==> src/rtl/servo_pkg.sv <==
// Shared constants, types and helper functions for the servo motion controller.
// Default timing targets a 100 MHz clock: 20 ms frame, 1 ms pulse at 0 deg.
package servo_pkg;

    localparam int unsigned ANGLE_W           = 8;
    localparam int unsigned DEF_PERIOD_CYC    = 2_000_000;
    localparam int unsigned DEF_MIN_PULSE_CYC = 100_000;
    localparam int unsigned DEF_CYC_PER_DEG   = 555;
    localparam int unsigned DEF_MAX_ANGLE     = 180;
    localparam int unsigned DEF_HOME_ANGLE    = 90;
    localparam int unsigned DEF_STEP_DEG      = 2;

    typedef logic [ANGLE_W-1:0] angle_t;
    typedef logic [31:0]        pulse_t;

    // Pulse width in clock cycles for a given angle; 32-bit unsigned arithmetic.
    function automatic pulse_t angle_to_pulse(input angle_t angle,
                                              input pulse_t min_pulse,
                                              input pulse_t cyc_per_deg);
        return min_pulse + pulse_t'(angle) * cyc_per_deg;
    endfunction

    // One frame of slew: move cur toward tgt by at most step; step of 0 jumps.
    function automatic angle_t slew_step(input angle_t cur,
                                         input angle_t tgt,
                                         input angle_t step);
        angle_t res;
        res = tgt;
        if (step != '0) begin
            if (tgt > cur) begin
                if ((tgt - cur) > step) res = cur + step;
            end else begin
                if ((cur - tgt) > step) res = cur - step;
            end
        end
        return res;
    endfunction

endpackage

==> src/rtl/servo_motion_controller_if.sv <==
// Command channel between the command source (gesture_to_servo) and the
// servo controller.
// Handshake: a command transfers on a rising clock edge where cmd_valid and
// cmd_ready are both high. The master holds cmd_valid, cmd_chan and
// cmd_angle stable until that transfer; cmd_ready does not depend on
// cmd_valid.
interface servo_motion_controller_if #(
    parameter int unsigned NUM_SERVOS = 4
);
    import servo_pkg::*;

    localparam int unsigned CHAN_W = (NUM_SERVOS > 1) ? $clog2(NUM_SERVOS) : 1;

    logic              cmd_valid;
    logic              cmd_ready;
    logic [CHAN_W-1:0] cmd_chan;
    angle_t            cmd_angle;

    modport master (output cmd_valid, output cmd_chan, output cmd_angle,
                    input  cmd_ready);
    modport slave  (input  cmd_valid, input  cmd_chan, input  cmd_angle,
                    output cmd_ready);

endinterface

==> src/rtl/servo_slew_channel.sv <==
// One servo channel: target/current angle, slew toward target once per frame,
// PWM compare against the shared frame counter, and in-position flag.
// Pulse length and enable are latched only at the frame boundary so a pulse in
// flight is never cut short or stretched.
module servo_slew_channel
    import servo_pkg::*;
#(
    parameter int unsigned MIN_PULSE_CYC = DEF_MIN_PULSE_CYC,
    parameter int unsigned CYC_PER_DEG   = DEF_CYC_PER_DEG,
    parameter int unsigned HOME_ANGLE    = DEF_HOME_ANGLE,
    parameter int unsigned STEP_DEG      = DEF_STEP_DEG
) (
    input  logic   clk_100mhz,
    input  logic   rst_n,
    input  logic   boundary,
    input  pulse_t cnt,
    input  logic   wr_en,
    input  angle_t wr_angle,
    input  logic   enable,
    output logic   servo_pwm,
    output logic   in_position
);

    localparam angle_t HOME      = angle_t'(HOME_ANGLE);
    localparam angle_t STEP      = angle_t'(STEP_DEG);
    localparam pulse_t MIN_PULSE = pulse_t'(MIN_PULSE_CYC);
    localparam pulse_t PER_DEG   = pulse_t'(CYC_PER_DEG);

    angle_t target_q;
    angle_t cur_q;
    angle_t cur_next;
    pulse_t pulse_len_q;
    logic   en_q;

    // A disabled channel holds its current angle across the boundary.
    assign cur_next = enable ? slew_step(cur_q, target_q, STEP) : cur_q;

    // Channel state: target write on accept, slew and latch at frame boundary.
    always_ff @(posedge clk_100mhz or negedge rst_n) begin
        if (!rst_n) begin
            target_q    <= HOME;
            cur_q       <= HOME;
            pulse_len_q <= angle_to_pulse(HOME, MIN_PULSE, PER_DEG);
            en_q        <= 1'b0;
            servo_pwm   <= 1'b0;
            in_position <= 1'b1;
        end else begin
            if (wr_en) begin
                target_q <= wr_angle;
            end
            if (boundary) begin
                en_q        <= enable;
                cur_q       <= cur_next;
                pulse_len_q <= angle_to_pulse(cur_next, MIN_PULSE, PER_DEG);
            end
            servo_pwm   <= en_q && (cnt < pulse_len_q);
            in_position <= (cur_q == target_q);
        end
    end

endmodule

==> src/rtl/servo_motion_controller.sv <==
// N-channel 50 Hz servo driver: shared frame counter, command decode with
// clamping/drop reporting, and one slew channel per servo.
module servo_motion_controller
    import servo_pkg::*;
#(
    parameter int unsigned NUM_SERVOS    = 4,
    parameter int unsigned PERIOD_CYC    = DEF_PERIOD_CYC,
    parameter int unsigned MIN_PULSE_CYC = DEF_MIN_PULSE_CYC,
    parameter int unsigned CYC_PER_DEG   = DEF_CYC_PER_DEG,
    parameter int unsigned MAX_ANGLE     = DEF_MAX_ANGLE,
    parameter int unsigned HOME_ANGLE    = DEF_HOME_ANGLE,
    parameter int unsigned STEP_DEG      = DEF_STEP_DEG
) (
    input  logic                    clk_100mhz,
    input  logic                    rst_n,
    servo_motion_controller_if.slave cmd,
    input  logic [NUM_SERVOS-1:0]   enable,
    output logic [NUM_SERVOS-1:0]   servo_pwm,
    output logic [NUM_SERVOS-1:0]   in_position,
    output logic                    frame_tick,
    output logic                    cmd_error
);

    localparam int unsigned CNT_W = (PERIOD_CYC > 1) ? $clog2(PERIOD_CYC) : 1;
    localparam logic [CNT_W-1:0] CNT_LAST = CNT_W'(PERIOD_CYC - 1);
    localparam angle_t MAX_A = angle_t'(MAX_ANGLE);

    logic [CNT_W-1:0] cnt_q;
    logic [CNT_W-1:0] cnt_next;
    logic             boundary;
    logic             ready_q;
    logic             accept;
    logic             chan_bad;
    logic             angle_bad;
    angle_t           wr_angle;
    pulse_t           cnt_ext;

    assign boundary  = (cnt_q == CNT_LAST);
    assign cnt_next  = boundary ? '0 : cnt_q + CNT_W'(1);
    assign cnt_ext   = pulse_t'(cnt_q);

    assign cmd.cmd_ready = ready_q;
    assign accept    = cmd.cmd_valid && ready_q;
    assign chan_bad  = (32'(cmd.cmd_chan) >= NUM_SERVOS);
    assign angle_bad = (cmd.cmd_angle > MAX_A);
    assign wr_angle  = angle_bad ? MAX_A : cmd.cmd_angle;

    // Frame counter plus the status strobes that are timed off it.
    // ready is low in the reset-release cycle (its reset value) and in the
    // boundary cycle so a command never races the per-frame slew update.
    always_ff @(posedge clk_100mhz or negedge rst_n) begin
        if (!rst_n) begin
            cnt_q      <= '0;
            ready_q    <= 1'b0;
            frame_tick <= 1'b0;
            cmd_error  <= 1'b0;
        end else begin
            cnt_q      <= cnt_next;
            ready_q    <= (cnt_next != CNT_LAST);
            frame_tick <= (cnt_next == '0);
            cmd_error  <= accept && (chan_bad || angle_bad);
        end
    end

    for (genvar g = 0; g < int'(NUM_SERVOS); g++) begin : g_chan
        logic wr_en;
        assign wr_en = accept && !chan_bad && (32'(cmd.cmd_chan) == 32'(g));

        servo_slew_channel #(
            .MIN_PULSE_CYC (MIN_PULSE_CYC),
            .CYC_PER_DEG   (CYC_PER_DEG),
            .HOME_ANGLE    (HOME_ANGLE),
            .STEP_DEG      (STEP_DEG)
        ) u_chan (
            .clk_100mhz  (clk_100mhz),
            .rst_n       (rst_n),
            .boundary    (boundary),
            .cnt         (cnt_ext),
            .wr_en       (wr_en),
            .wr_angle    (wr_angle),
            .enable      (enable[g]),
            .servo_pwm   (servo_pwm[g]),
            .in_position (in_position[g])
        );
    end

endmodule

==> src/flat_wrapper.sv <==
// flat-port wrapper written by rule: the top's interface ports become plain ports
module servo_motion_controller_flat import servo_pkg::*;
#(
    parameter int unsigned NUM_SERVOS    = 4,
    parameter int unsigned PERIOD_CYC    = DEF_PERIOD_CYC,
    parameter int unsigned MIN_PULSE_CYC = DEF_MIN_PULSE_CYC,
    parameter int unsigned CYC_PER_DEG   = DEF_CYC_PER_DEG,
    parameter int unsigned MAX_ANGLE     = DEF_MAX_ANGLE,
    parameter int unsigned HOME_ANGLE    = DEF_HOME_ANGLE,
    parameter int unsigned STEP_DEG      = DEF_STEP_DEG
)
  (clk_100mhz, rst_n, enable, servo_pwm, in_position, frame_tick, cmd_error, cmd_cmd_valid, cmd_cmd_chan, cmd_cmd_angle, cmd_cmd_ready);
  servo_motion_controller_if #(.NUM_SERVOS(NUM_SERVOS)) cmd_i ();
  input  logic clk_100mhz;
  input  logic rst_n;
  input  logic [NUM_SERVOS-1:0] enable;
  output logic [NUM_SERVOS-1:0] servo_pwm;
  output logic [NUM_SERVOS-1:0] in_position;
  output logic frame_tick;
  output logic cmd_error;
  input wire logic [$bits(cmd_i.cmd_valid)-1:0] cmd_cmd_valid;
  input wire logic [$bits(cmd_i.cmd_chan)-1:0] cmd_cmd_chan;
  input wire logic [$bits(cmd_i.cmd_angle)-1:0] cmd_cmd_angle;
  output wire logic [$bits(cmd_i.cmd_ready)-1:0] cmd_cmd_ready;
  assign cmd_i.cmd_valid = cmd_cmd_valid;
  assign cmd_i.cmd_chan = cmd_cmd_chan;
  assign cmd_i.cmd_angle = cmd_cmd_angle;
  assign cmd_cmd_ready = cmd_i.cmd_ready;
  servo_motion_controller #(.NUM_SERVOS(NUM_SERVOS), .PERIOD_CYC(PERIOD_CYC), .MIN_PULSE_CYC(MIN_PULSE_CYC), .CYC_PER_DEG(CYC_PER_DEG), .MAX_ANGLE(MAX_ANGLE), .HOME_ANGLE(HOME_ANGLE), .STEP_DEG(STEP_DEG)) u_core (.clk_100mhz(clk_100mhz), .rst_n(rst_n), .cmd(cmd_i), .enable(enable), .servo_pwm(servo_pwm), .in_position(in_position), .frame_tick(frame_tick), .cmd_error(cmd_error));
endmodule
==> config.mk <==
export PLATFORM = sky130hd
export DESIGN_NAME = servo_motion_controller_flat
export DESIGN_NICKNAME = d
export VERILOG_FILES = /design/src/rtl/servo_pkg.sv /design/src/rtl/servo_motion_controller_if.sv /design/src/rtl/servo_slew_channel.sv /design/src/rtl/servo_motion_controller.sv /design/src/flat_wrapper.sv
export SDC_FILE = /design/constraint.sdc
export NUM_CORES = 1
export LEC_CHECK = 0
export BUFFER_PORTS_ARGS = -buffer_cell sky130_fd_sc_hd__buf_2
export CORE_UTILIZATION = 50
export CTS_CLUSTER_SIZE = 28
export DETAILED_ROUTE_END_ITERATION = 12
export PLACE_DENSITY = 0.68
export SETUP_SLACK_MARGIN = 0.05
export SLEW_MARGIN = 20
export SYNTH_ARGS = -nofsm -noshare
export SYNTH_HDL_FRONTEND = slang
export SYNTH_HIERARCHICAL = 1
export SYNTH_SLANG_ARGS = --single-unit
==> constraint.sdc <==
create_clock -name clk_100mhz -period 12.7 [get_ports clk_100mhz]
set_clock_uncertainty 0.05 [all_clocks]
set_input_delay 0.635 -clock clk_100mhz [delete_from_list [all_inputs] [get_ports clk_100mhz]]
set_output_delay 0.635 -clock clk_100mhz [all_outputs]
set_load 0.02 [all_outputs]
---- After elaboration in Yosys (flattened, before gate mapping) ----
Cells that the tools add are included.
storage, ports and cells
  register bits after elaboration ......... 228
  bits in latches ......................... 0
  RAM bits ................................ 0
  memory bits (read-only) ................. 0
  input port bits ......................... 17
  word-level logic and storage cells ...... 109
  memories kept ........................... 0
cells by class
  $add $sub $neg .......................... 21
  multipliers ............................. 4
  div/mod/pow operators ................... 0
  $lt $le $gt $ge ......................... 17
  equality and inequality tests ........... 9
  shifts and indexed selects .............. 0
  mux-type cells .......................... 18
  bitwise operators ....................... 0
  reductions and logical operators ........ 12
operator list
  cell                                                                              number
  8-bit two-way mux                                                                 17
  21-bit by 32-bit < comparator with 1-bit output                                   4
  17-bit by 18-bit adder with 19-bit output (first input constant)                  4
  8-bit by 10-bit multiplier with 18-bit output (second input constant)             4
  8-bit by 2-bit greater-than comparator with 1-bit output (second input constant)  8
  8-bit subtractor                                                                  8
  8-bit by 2-bit adder with 8-bit output (second input constant)                    4
  8-bit == test                                                                     4
  8-bit greater-than comparator                                                     4
  8-bit by 2-bit subtractor with 8-bit output (second input constant)               4
  21-bit by 1-bit adder with 21-bit output (second input constant)                  1
  21-bit == test (second input constant)                                            1
  21-bit zero test                                                                  1
  21-bit two-way mux                                                                1
  21-bit inequality test (second input constant)                                    1
  1-bit logical AND                                                                 10
  8-bit greater-than comparator (second input constant)                             1
  2-bit == test (second input constant)                                             2
  2-bit by 1-bit == test with 1-bit output (second input constant)                  1
  2-bit zero test                                                                   1

---- Logic depth before layout (Yosys ltp) ----
Gate-level depths: netlist (run 1).
  depth in word-level cells ............... 7
  mapped depth ............................ 32

---- Modules after synthesis ----
Netlist (run 1), hierarchy kept.
modules (own cells, without submodules)
  module                                        times used  cells each  area each (um2)
  servo_slew_channel (u_core.g_chan[2].u_chan)  1           527         4564.4
  servo_slew_channel (u_core.g_chan[0].u_chan)  1           516         4473.0
  servo_slew_channel (u_core.g_chan[3].u_chan)  1           505         4438.0
  servo_slew_channel (u_core.g_chan[1].u_chan)  1           508         4377.9
  servo_motion_controller                       1           172         1525.2

---- Least setup slack after synthesis (run 1) ----
OpenSTA, ideal clock, no wires.
  path type ............................... reg-to-reg
  from .................................... reg u_core.g_chan[0].u_chan.target_q[1]
  to ...................................... reg u_core.g_chan[0].u_chan.pulse_len_q[16]
  data arrival time ....................... 6.735 ns
  required time ........................... 12.525 ns
  slack ................................... 5.790 ns
  stages on the path, launching flop included .. 29
  path buffers ............................ 1
  cells stage by stage .................... dfstp_2 -> inv_1 -> fa_1 -> a21o_1 -> a21oi_1 -> mux2_2 -> and4b_1 -> clkbuf_1 -> nand3_1 -> nand2_2 -> a221o_1 -> mux2i_4 -> inv_2 -> ha_1 -> inv_1 -> fa_1 -> fa_1 -> fa_1 -> inv_1 -> ha_1 -> and3_1 -> a211o_1 -> a21o_1 -> a21o_1 -> a211o_1 -> nor2_1 -> o21ai_1 -> xnor2_1 -> mux2_2
on the way
  longest elaborated chain between the ends .. 7
  elaborated cells between the ends (all ways) .. 11
  those cells by class .................... add/sub (3); mul (1); order compare (3); mux (4)
RTL lines
  what                                                                                line                              RTL
  from (decl)                                                                         servo_slew_channel.sv:29          angle_t target_q;
  from (signal assigned)                                                              servo_slew_channel.sv:49          target_q <= wr_angle;
  8-bit subtractor, on equally long branches                                          servo_pkg.sv:33, servo_pkg.sv:31
  8-bit by 2-bit greater-than comparator with 1-bit output, on equally long branches  servo_pkg.sv:33, servo_pkg.sv:31
  8-bit two-way mux, on equally long branches                                         servo_pkg.sv:33, servo_pkg.sv:31
  8-bit two-way mux *                                                                 servo_pkg.sv:30                   if (tgt > cur) begin
  8-bit two-way mux *                                                                 servo_slew_channel.sv:36          assign cur_next = enable ? slew_step(cur_q, target_q, STEP) : cur_q;
  net u_core.g_chan[0].u_chan.cur_next[5]                                             servo_slew_channel.sv:31          angle_t cur_next;
  8-bit by 10-bit multiplier with 18-bit output *                                     servo_pkg.sv:20                   return min_pulse + pulse_t'(angle) * cyc_per_deg;
  17-bit by 18-bit adder with 19-bit output *                                         servo_pkg.sv:20
  to (signal assigned)                                                                servo_slew_channel.sv:43          pulse_len_q <= angle_to_pulse(HOME, MIN_PULSE, PER_DEG);
  to (signal assigned)                                                                servo_slew_channel.sv:54          pulse_len_q <= angle_to_pulse(cur_next, MIN_PULSE, PER_DEG);
  to (decl)                                                                           servo_slew_channel.sv:32          pulse_t pulse_len_q;
Mark *: on every way through the listed nets, which the timed path passes. The rest lies on a longest branch.
A chain may end at the register's enable or synchronous reset.

---- Worst setup path in the final report (run 1) ----
  from .................................... reg u_core.g_chan[0].u_chan.cur_q[1]
  to ...................................... reg u_core.g_chan[0].u_chan.pulse_len_q[17]
on the way
  longest elaborated chain between the ends .. 7
  elaborated cells between the ends (all ways) .. 13
  those cells by class .................... add/sub (5); mul (1); order compare (3); mux (4)
RTL lines
  what                                                                                line                              RTL
  from (decl)                                                                         servo_slew_channel.sv:30          angle_t cur_q;
  from (signal assigned)                                                              servo_slew_channel.sv:53          cur_q <= cur_next;
  8-bit subtractor, on equally long branches                                          servo_pkg.sv:33, servo_pkg.sv:31
  8-bit by 2-bit greater-than comparator with 1-bit output, on equally long branches  servo_pkg.sv:33, servo_pkg.sv:31
  8-bit two-way mux, on equally long branches                                         servo_pkg.sv:33, servo_pkg.sv:31
  8-bit two-way mux *                                                                 servo_pkg.sv:30
  8-bit two-way mux *                                                                 servo_slew_channel.sv:36
  net u_core.g_chan[0].u_chan.cur_next[0]                                             servo_slew_channel.sv:31
  8-bit by 10-bit multiplier with 18-bit output *                                     servo_pkg.sv:20
  17-bit by 18-bit adder with 19-bit output *                                         servo_pkg.sv:20
Marks and branches as above.

==> flow_summary.yaml, run 1 <==
timing:
  finalHoldViolations: 0
  setup_viol: 0
  fmax_mhz: 130
  rsz0062_at_grt: "false"
  fin_crit_sh: 0.607
  tns_ns: 0
  slew_violations: 0
  tightest_slew_ns: 1.15
  fin_crit_ns: 7.70
  slew_headroom: 0.231
floorplanning:
  coreArea_um2: 37900
  initial_core_util: 0.511
  die_y_um: 199
  die_x_um: 199
  row_count: 71
  fp.dieArea_um2: 39500
  top_level_ports: 28
drt:
  drtIter0Drc: 961
  wl_um: 48900
  wl_per_cell_um: 17.6
  num_vias: 16100
  drc_errors: 0
  routed_via_density: 5.76
  drt_pass1_iterations: 5
  ant_nets: 0
placement:
  dp_cells: 2753
  place_congestion: 0.943
  port_buffers: 27
  place_hpwl_um: 37600
power:
  p_int_mw: 1.48
  p_sw_frac: 0.427
  combinationalPowerShare: 0.549
  vdd_ir_drop_max_mv: 0.185
  power.clock.fraction: 0.221
  p_switching_mw: 1.10
  leakagePower_nw: 10.5
  seqPwrFrac: 0.230
  p_per_area_nw_per_um2: 125
yosys:
  ys_seq_area_frac: 0.227
  netlist_area_um2: 19400
  synth_top_area_frac: 0.200
  postSynthAreaPerCell_um2: 8.70
  synth_area_leaders: "ha_1, dfrtp_1, dfstp_2"
  synth_cells: 2228
  ys_warn_count: 6
  synth_top_cell_by_area: "ha_1"
  synth-seq-cells: 172
  synth.distinct_cells: 114
  synth_edf_count: 0
  synth_flop_cell: "dfrtp_1"
  synthArstFlopShare: 1.00
setup_path:
  critPathCaptureType: "flip-flop"
  cp-start-kind: "flip-flop"
  slowest_stage: "dfstp_2"
  critical_path_class: "reg -> reg"
  cp.required_ns: 12.99
  cpPeakStageDelay_ns: 0.64
  cp.arrival_ns: 8.00
  worst-path-max-fanout: 9
clocking:
  postCtsHoldBufs: 0
  cts_buffers: 17
  cts-root-buf: "clkbuf_16"
  h-tree-depth: 4
  cts_max_path_buffers: 2
  cts.clk_slew.worst_paths_ns: 0.08
  clkLatencyLatePin_ns: 0.45
  post-cts-setup-buffers: 0
  clkSinkCount: 172
  cts_tree: "built"
  cts-resized-gates: 0
finish:
  mostFrequentLayoutCells: "ha_1, inv_1, nand2_1"
  drive_gt1_frac: 0.111
  area_growth_pct: 6.82
  final_nets: 2644
  antennaDiodeCount: 0
  nFillCells: 3495
  final_common_cell: "ha_1"
  final_cells: 2785
global_route:
  antenna_found_initial: 0
  grt_use_total: 0.261
  grt_pass1_vias: 15800
  overflow: 0
  grt_max_degree: 76
  grt_pass1_wl_um: 81600
run_status:
  status: "finished clean"
flow_run:
  drv_cap: 0
hold_path:
  hp-class: "in -> async"
[critical path, delay by kind of cell (launching register included)]
family	cells	cell delay [ns]
AO/OA/AOI/OAI	11	2.72
adder cells (fa/ha/maj)	6	2.50
AND/OR/NAND/NOR	7	1.04
flip-flops	1	0.64
buffers and inverters	4	0.44
XOR/XNOR	1	0.20
[registers in the layout, summed over array words and instances (netlist names), 4 cells and up]
name and count:
u_core/g_chan.u_chan/servo_pwm 4, u_core/g_chan.u_chan/target_q 32, u_core/g_chan.u_chan/cur_q 32, u_core/g_chan.u_chan/in_position 4, u_core/cnt_q 21, u_core/g_chan.u_chan/en_q 4, u_core/g_chan.u_chan/pulse_len_q 72
[synth_stat cells, types with 31 or more instances]
master / n
a21o_1: 65
a21oi_1: 129
clkbuf_1: 41
dfrtp_1: 96
dfstp_2: 76
fa_1: 56
ha_1: 310
inv_1: 305
mux2i_1: 31
nand2_1: 178
nand3_1: 47
nor2_1: 113
nor3_1: 49
o21ai_0: 140
xnor2_1: 75
[power by group through the flow]
stage / sequential [mW] / combinational, mW / clock, mW
global route: 0.596 / 1.60 / 0.602
finish: 0.594 / 1.42 / 0.570
global placement: 0.602 / 1.39 / 0
CTS: 0.593 / 1.42 / 0.586
floorplan: 0.595 / 1.10 / 0
detailed placement: 0.603 / 1.40 / 0
[worst paths after layout]
| kind | startpoint | to | slack (ns) | cells after the start |
|---|---|---|---|---|
| worst max-delay path | u_core/g_chan[0].u_chan/cur_q[1]$_DFFE_PN1P_ | u_core/g_chan[0].u_chan/pulse_len_q[17]$_DFFE_PN1P_ | 5.00 | 29 |
| worst min-delay path | rst_n | u_core/g_chan[0].u_chan/cur_q[7]$_DFFE_PN0P_ | 0.09 | 1 |
| worst max register to register | u_core/g_chan[0].u_chan/cur_q[1]$_DFFE_PN1P_ | u_core/g_chan[0].u_chan/pulse_len_q[17]$_DFFE_PN1P_ | 5.00 | 29 |
| worst min register to register | u_core/g_chan[3].u_chan/pulse_len_q[17]$_DFFE_PN1P_ | u_core/g_chan[3].u_chan/pulse_len_q[17]$_DFFE_PN1P_ | 0.44 | 2 |
| max in group asynchronous | rst_n | u_core/g_chan[3].u_chan/cur_q[0]$_DFFE_PN0P_ | 11.22 | 2 |
| min in group clk_100mhz | cmd_cmd_valid | u_core/cmd_error$_DFF_PN0_ | 0.42 | 3 |
[area by class of cell]
type	count	area (µm²)	area share
inverter	310	1170	0.0563
clock inverter	14	181	0.00876
tap	511	639	0.0309
sequential	172	4400	0.213
timing repair buffer	35	201	0.00973
multi-input combinational	1725	13700	0.661
clock buffer	18	439	0.0212
[cell families after synthesis]
| kind of cell | Yosys count | synth area share |
|---|---|---|
| other | 1 | 0.000194 |
| AOI/OAI and AO/OA | 543 | 0.194 |
| DFF | 172 | 0.227 |
| adders and majority gates | 368 | 0.259 |
| muxes | 56 | 0.0329 |
| xor gates and xnor gates | 103 | 0.0473 |
| and+or+nand+nor | 611 | 0.164 |
| buffers and inverters | 374 | 0.0761 |
[stage by stage]
| step | hold WS (ns) | setup slack, ns | cell area, µm² | util | total power [mW] |
|---|---|---|---|---|---|
| final | 0.0886 | 5.00 | 20700 | 0.546 | 2.58 |
| after global routing | 0.133 | 4.49 | 20700 | 0.546 | 2.80 |
| after CTS | 0.129 | 5.06 | 20700 | 0.546 | 2.60 |
| after detailed placement | 0.432 | 5.08 | 20100 | 0.529 | 2.00 |
| after global placement | 0.426 | 5.13 | 20100 | 0.529 | 1.99 |
| after floorplan | 0.289 | 5.79 | 19500 | - | 1.69 |
[layer usage]
| metal | up-vias | wire (µm) | track usage |
|---|---|---|---|
| met5 | - | 0 | 0 |
| met4 | 0 | 1390 | 0.0940 |
| met1 | 7717 | 23200 | 0.358 |
| met3 | 79 | 2080 | 0.0300 |
| met2 | 394 | 22200 | 0.422 |
| li1 | 7862 | - | - |
Power figures use the tool's default switching activity.
==> inputs of run 2 (changes only) <==
Settings changed: PLACE_DENSITY 0.68 to 0.7.
Clock period 12.7 ns to 6.71 ns, I/O delays scaled along.
==> run 2 against run 1 <==
The run now ends with setup timing left. Fmax is 11% higher. Setup slack worse by 5.2 ns. Sequential cell count stayed put. Critical path depth is 1 lower. Clock power is 68% higher. Critical path type unchanged. Largest cell class unchanged.
==> flow_summary.yaml, run 2 (synthesized netlist as in run 1, its figures left out) <==
hold_path:
  hp-class: "in -> reg"
floorplanning:
  die_x_um: 199
  coreArea_um2: 37900
  initial_core_util: 0.511
  row_count: 71
  top_level_ports: 28
  fp.dieArea_um2: 39500
  die_y_um: 199
timing:
  fin_crit_sh: 1.03
  fmax_mhz: 144
  slew_headroom: 0.194
  finalHoldViolations: 0
  tns_ns: -0.606
  fin_ws_ns: -0.228
  tightest_slew_ns: 1.21
  rsz0062_at_grt: "true"
  setup_viol: 6
  fin_crit_ns: 6.94
  fin_hold_ws_ns: 0.126
  slew_violations: 0
global_route:
  overflow: 0
  grt_max_degree: 104
  grt_pass1_vias: 17800
  grt_pass1_wl_um: 91000
  grt_use_total: 0.290
  antenna_found_initial: 0
finish:
  fin_util: 0.662
  largest-register: "u_core/g_chan.u_chan/pulse_len_q"
  final_common_cell: "buf_4"
  antennaDiodeCount: 0
  multiInputGateArea_um2: 15100
  nFillCells: 3014
  reg.largest.list: "u_core/g_chan.u_chan/pulse_len_q: 72 flops, u_core/g_chan.u_chan/cur_q: 32 flops, u_core/g_chan.u_chan/target_q: 32 flops"
  final_cells: 3169
  design_area_um2: 25100
  drive_gt1_frac: 0.332
  area_growth_pct: 29.6
  mostFrequentLayoutCells: "buf_4, inv_1, ha_1"
  largest_reg_flops: 72
  final_nets: 3028
  seqCellArea_um2: 4400
placement:
  port_buffers: 27
  pre_cts_slack_ns: -0.514
  dpl-instance-area_um2: 22300
  dp_cells: 3035
  place_hpwl_um: 41400
  place_congestion: 0.933
power:
  leakagePower_nw: 12.5
  p_sw_frac: 0.418
  vdd_ir_drop_max_mv: 0.501
  p_per_area_nw_per_um2: 247
  combinationalPowerShare: 0.666
  power_mw: 6.19
  seqPwrFrac: 0.179
  p_int_mw: 3.60
  power.clock.fraction: 0.155
  p_switching_mw: 2.59
clocking:
  cts-root-buf: "clkbuf_16"
  cts_tree: "built"
  cts_buffers: 17
  h-tree-depth: 4
  clkSinkCount: 172
  clkLatencyLatePin_ns: 0.45
  cts_max_path_buffers: 2
  cts.clk_slew.worst_paths_ns: 0.07
setup_path:
  slowest_stage: "dfstp_2"
  worst-path-max-fanout: 4
  crit_family: "adder cells"
  cpPeakStageDelay_ns: 0.61
  critical_path_class: "reg -> reg"
  crit_top_cell: "fa_1"
  critPathCaptureType: "flip-flop"
  cp_num_buf_inv: 5
  cp.arrival_ns: 7.25
  cp-start-kind: "flip-flop"
  cp.required_ns: 7.02
drt:
  num_vias: 17900
  routed_via_density: 5.65
  ant_nets: 0
  drc_errors: 0
  drtIter0Drc: 1073
  wl_um: 56600
  wl_per_cell_um: 17.9
  drt_pass1_iterations: 5
run_status:
  violations: "setup timing"
  status: "finished, violations left"
flow_run:
  drv_cap: 0
run 2: area by class of cell:
class / instances / area share
Multi-Input combinational cell: 1725 / 0.603
Clock buffer: 18 / 0.0171
Tap cell: 511 / 0.0255
Sequential cell: 172 / 0.175
Timing Repair Buffer: 419 / 0.128
Clock inverter: 14 / 0.00453
Inverter: 310 / 0.0468
run 2: worst register-to-register path: cells and delay by family (launching register included):
kind,cells,cell delay [ns]
fa+ha+maj,6,2.24
compound gates,9,1.87
simple gates,4,1.00
flops,1,0.61
buf+inv,5,0.47
xor+xnor,2,0.32
mux,2,0.28
run 2: path summary, 6_finish.rpt:
kind	startpoint	endpoint	slack (ns)	cells past startpoint
hold reg to reg	u_core/g_chan[3].u_chan/pulse_len_q[1]$_DFFE_PN1P_	u_core/g_chan[3].u_chan/pulse_len_q[1]$_DFFE_PN1P_	0.44	2
hold / removal	cmd_cmd_valid	u_core/cmd_error$_DFF_PN0_	0.13	3
setup / recovery	u_core/g_chan[3].u_chan/cur_q[1]$_DFFE_PN1P_	u_core/g_chan[3].u_chan/pulse_len_q[17]$_DFFE_PN1P_	-0.23	28
max in group asynchronous	rst_n	u_core/g_chan[2].u_chan/servo_pwm$_DFF_PN0_	4.99	3
min in group asynchronous	rst_n	u_core/g_chan[1].u_chan/cur_q[7]$_DFFE_PN0P_	0.31	2
setup reg to reg	u_core/g_chan[3].u_chan/cur_q[1]$_DFFE_PN1P_	u_core/g_chan[3].u_chan/pulse_len_q[17]$_DFFE_PN1P_	-0.23	28
run 2: power groups by stage:
stage / registers, mW / clock network [mW] / logic, mW
CTS: 1.11 / 0.977 / 3.64
global route: 1.11 / 1.01 / 4.48
detailed placement: 1.12 / 0 / 3.18
floorplan: 1.13 / 0 / 2.13
finish: 1.11 / 0.960 / 4.12
global placement: 1.12 / 0 / 3.10
run 2: what timing repair did:
| action | CTS | global route |
|---|---|---|
| setup buffers | 67 | 42 |
| endpoints found under the hold margin | 19 | 0 |
| hold buffers | 1 | 0 |
| resized for setup | 138 | 176 |
| setup endpoints to repair | 20 | 26 |
| pin swaps | 107 | 151 |
run 2: layer usage:
| metal | track usage | part of all wire | up-vias |
|---|---|---|---|
| met3 | 0.0310 | 0.043 | 108 |
| met1 | 0.386 | 0.45 | 8702 |
| met2 | 0.493 | 0.48 | 456 |
| met4 | 0.0920 | 0.029 | 0 |
| met5 | 0 | 0 | - |
| li1 | - | - | 8632 |
==> inputs of run 3 (changes only) <==
Settings changed: PLACE_DENSITY 0.7 to not set, PLACE_DENSITY_LB_ADDON set to 0.15.
==> run 3 against run 2 <==
The flow still finishes with violations (setup timing). Count of clock-buffer cells in the layout unchanged. Non-clock buffer count down 1. Fmax is 3.1% higher. Sequential power is essentially flat. Sequential cell count did not move. Final area rose by 0.25%. Global-route usage is 0.81 points lower. Register-to-register slack improved by 0.21 ns. Setup slack improved by 0.21 ns. First-iteration DRC count is 23% higher. Cell count hardly changed. Clock power is 12% higher. Highest routed layer unchanged.
==> flow_summary.yaml, run 3 (synthesized netlist as in run 1, its figures left out) <==
clocking:
  cts_tree: "built"
  h-tree-depth: 4
  cts-root-buf: "clkbuf_16"
  clkSinkCount: 172
  cts.clk_slew.worst_paths_ns: 0.07
  cts_buffers: 17
  cts_max_path_buffers: 2
  clkLatencyLatePin_ns: 0.45
finish:
  mostFrequentLayoutCells: "buf_4, inv_1, ha_1"
  largest_reg_flops: 72
  area_growth_pct: 29.9
  design_area_um2: 25200
  antennaDiodeCount: 0
  drive_gt1_frac: 0.341
  fin_util: 0.664
  final_common_cell: "buf_4"
  largest-register: "u_core/g_chan.u_chan/pulse_len_q"
  final_cells: 3168
  reg.largest.list: "u_core/g_chan.u_chan/pulse_len_q: 72 flops, u_core/g_chan.u_chan/cur_q: 32 flops, u_core/g_chan.u_chan/target_q: 32 flops"
  final_nets: 3027
floorplanning:
  die_y_um: 199
  die_x_um: 199
  coreArea_um2: 37900
  row_count: 71
  top_level_ports: 28
  initial_core_util: 0.511
  fp.dieArea_um2: 39500
setup_path:
  cp.arrival_ns: 7.03
  r2r-start: "u_core/g_chan[0].u_chan/target_q[1]$_DFFE_PN1P_"
  r2r_end: "u_core/g_chan[0].u_chan/pulse_len_q[17]$_DFFE_PN1P_"
  cp.required_ns: 7.01
  worst-path-max-fanout: 5
  worstRegToRegCells: 30
  cpPeakStageDelay_ns: 0.56
  crit_path_end: "u_core/g_chan[0].u_chan/pulse_len_q[17]$_DFFE_PN1P_"
  cp-startpoint: "u_core/g_chan[0].u_chan/target_q[1]$_DFFE_PN1P_"
  cp-start-kind: "flip-flop"
  critical_path_class: "reg -> reg"
  slowest_stage: "dfstp_2"
  reg2reg_slack_ns: -0.02
  critPathCaptureType: "flip-flop"
global_route:
  grt_pass1_wl_um: 88700
  grt_max_degree: 76
  grt_use_total: 0.282
  grt_pass1_vias: 17600
  overflow: 0
  antenna_found_initial: 0
placement:
  place_congestion: 0.940
  place_hpwl_um: 41400
  pre_cts_slack_ns: -0.306
  port_buffers: 27
  dp_cells: 3061
  dpl-instance-area_um2: 22500
run_status:
  violations: "setup timing"
  status: "finished, violations left"
timing:
  fin_hold_ws_ns: 0.147
  tightest_slew_ns: 0.766
  finalHoldViolations: 0
  fin_crit_ns: 6.73
  fmax_mhz: 149
  tns_ns: -0.0218
  rsz0062_at_grt: "true"
  fin_ws_ns: -0.0218
  slew_violations: 0
  fin_crit_sh: 1.00
  setup_viol: 1
  slew_headroom: 0.485
power:
  seqPwrFrac: 0.182
  p_per_area_nw_per_um2: 242
  power.clock.fraction: 0.178
  p_sw_frac: 0.407
  p_switching_mw: 2.48
  p_int_mw: 3.61
  vdd_ir_drop_max_mv: 0.387
  power_mw: 6.09
  leakagePower_nw: 12.5
  combinationalPowerShare: 0.640
drt:
  num_vias: 17700
  drt_pass1_iterations: 7
  drc_errors: 0
  wl_per_cell_um: 17.6
  ant_nets: 0
  routed_via_density: 5.59
  drtIter0Drc: 1316
  wl_um: 55700
hold_path:
  min_path_cells: 3
  hp-class: "in -> reg"
flow_run:
  drv_cap: 0
run 3: critical path: cells and delay by family, from the launching register on:
| kind | cells | cell delay, ns |
|---|---|---|
| AND/OR/NAND/NOR | 7 | 1.25 |
| flip-flops | 1 | 0.56 |
| multiplexers | 1 | 0.17 |
| AO/OA/AOI/OAI | 10 | 1.98 |
| buffers and inverters | 6 | 0.55 |
| adder cells (fa/ha/maj) | 6 | 2.08 |
run 3: layout make-up:
type | count | area, µm²
sequential | 172 | 4400
clock inverter | 14 | 179
timing repair buffer | 418 | 3180
inverter | 310 | 1170
multi-input combinational | 1725 | 15200
fill | 3063 | 12800
tap | 511 | 639
clock buffer | 18 | 439
run 3: repair_timing:
action,4_1_cts,5_1_grt
endpoints found under the setup margin,18,24
pin swaps,69,123
hold buffers,1,0
resized for setup,95,229
hold endpoints to repair,25,0
setup buffers,35,39
run 3: layer usage:
metal  share of wire  GRT usage  wire length [µm]
met4           0.025     0.0863              1410
met5               0          0                 0
met3           0.044     0.0300              2430
met2            0.47      0.468             26200
met1            0.46      0.386             25700
run 3: power by group through the flow:
| stage | combinational (mW) | clock [mW] | sequential (mW) |
|---|---|---|---|
| 2_1_floorplan | 2.13 | 0 | 1.13 |
| 3_3_place_gp | 3.18 | 0 | 1.12 |
| 3_5_place_dp | 3.23 | 0 | 1.12 |
| 4_1_cts | 3.40 | 1.11 | 1.11 |
| 5_1_grt | 4.29 | 1.15 | 1.11 |
| 6_report | 3.89 | 1.08 | 1.11 |
run 3: worst min-delay path by stage:
stage                  start                                            to  slack [ns]
5_1_grt        cmd_cmd_valid                    u_core/cmd_error$_DFF_PN0_        0.15
3_3_place_gp           rst_n  u_core/g_chan[0].u_chan/cur_q[7]$_DFFE_PN0P_        0.25
2_1_floorplan          rst_n                u_core/cmd.cmd_ready$_DFF_PN0_       -0.01
4_1_cts        cmd_cmd_valid                    u_core/cmd_error$_DFF_PN0_        0.12
6_report       cmd_cmd_valid                    u_core/cmd_error$_DFF_PN0_        0.15
3_5_place_dp           rst_n  u_core/g_chan[0].u_chan/cur_q[7]$_DFFE_PN0P_        0.25
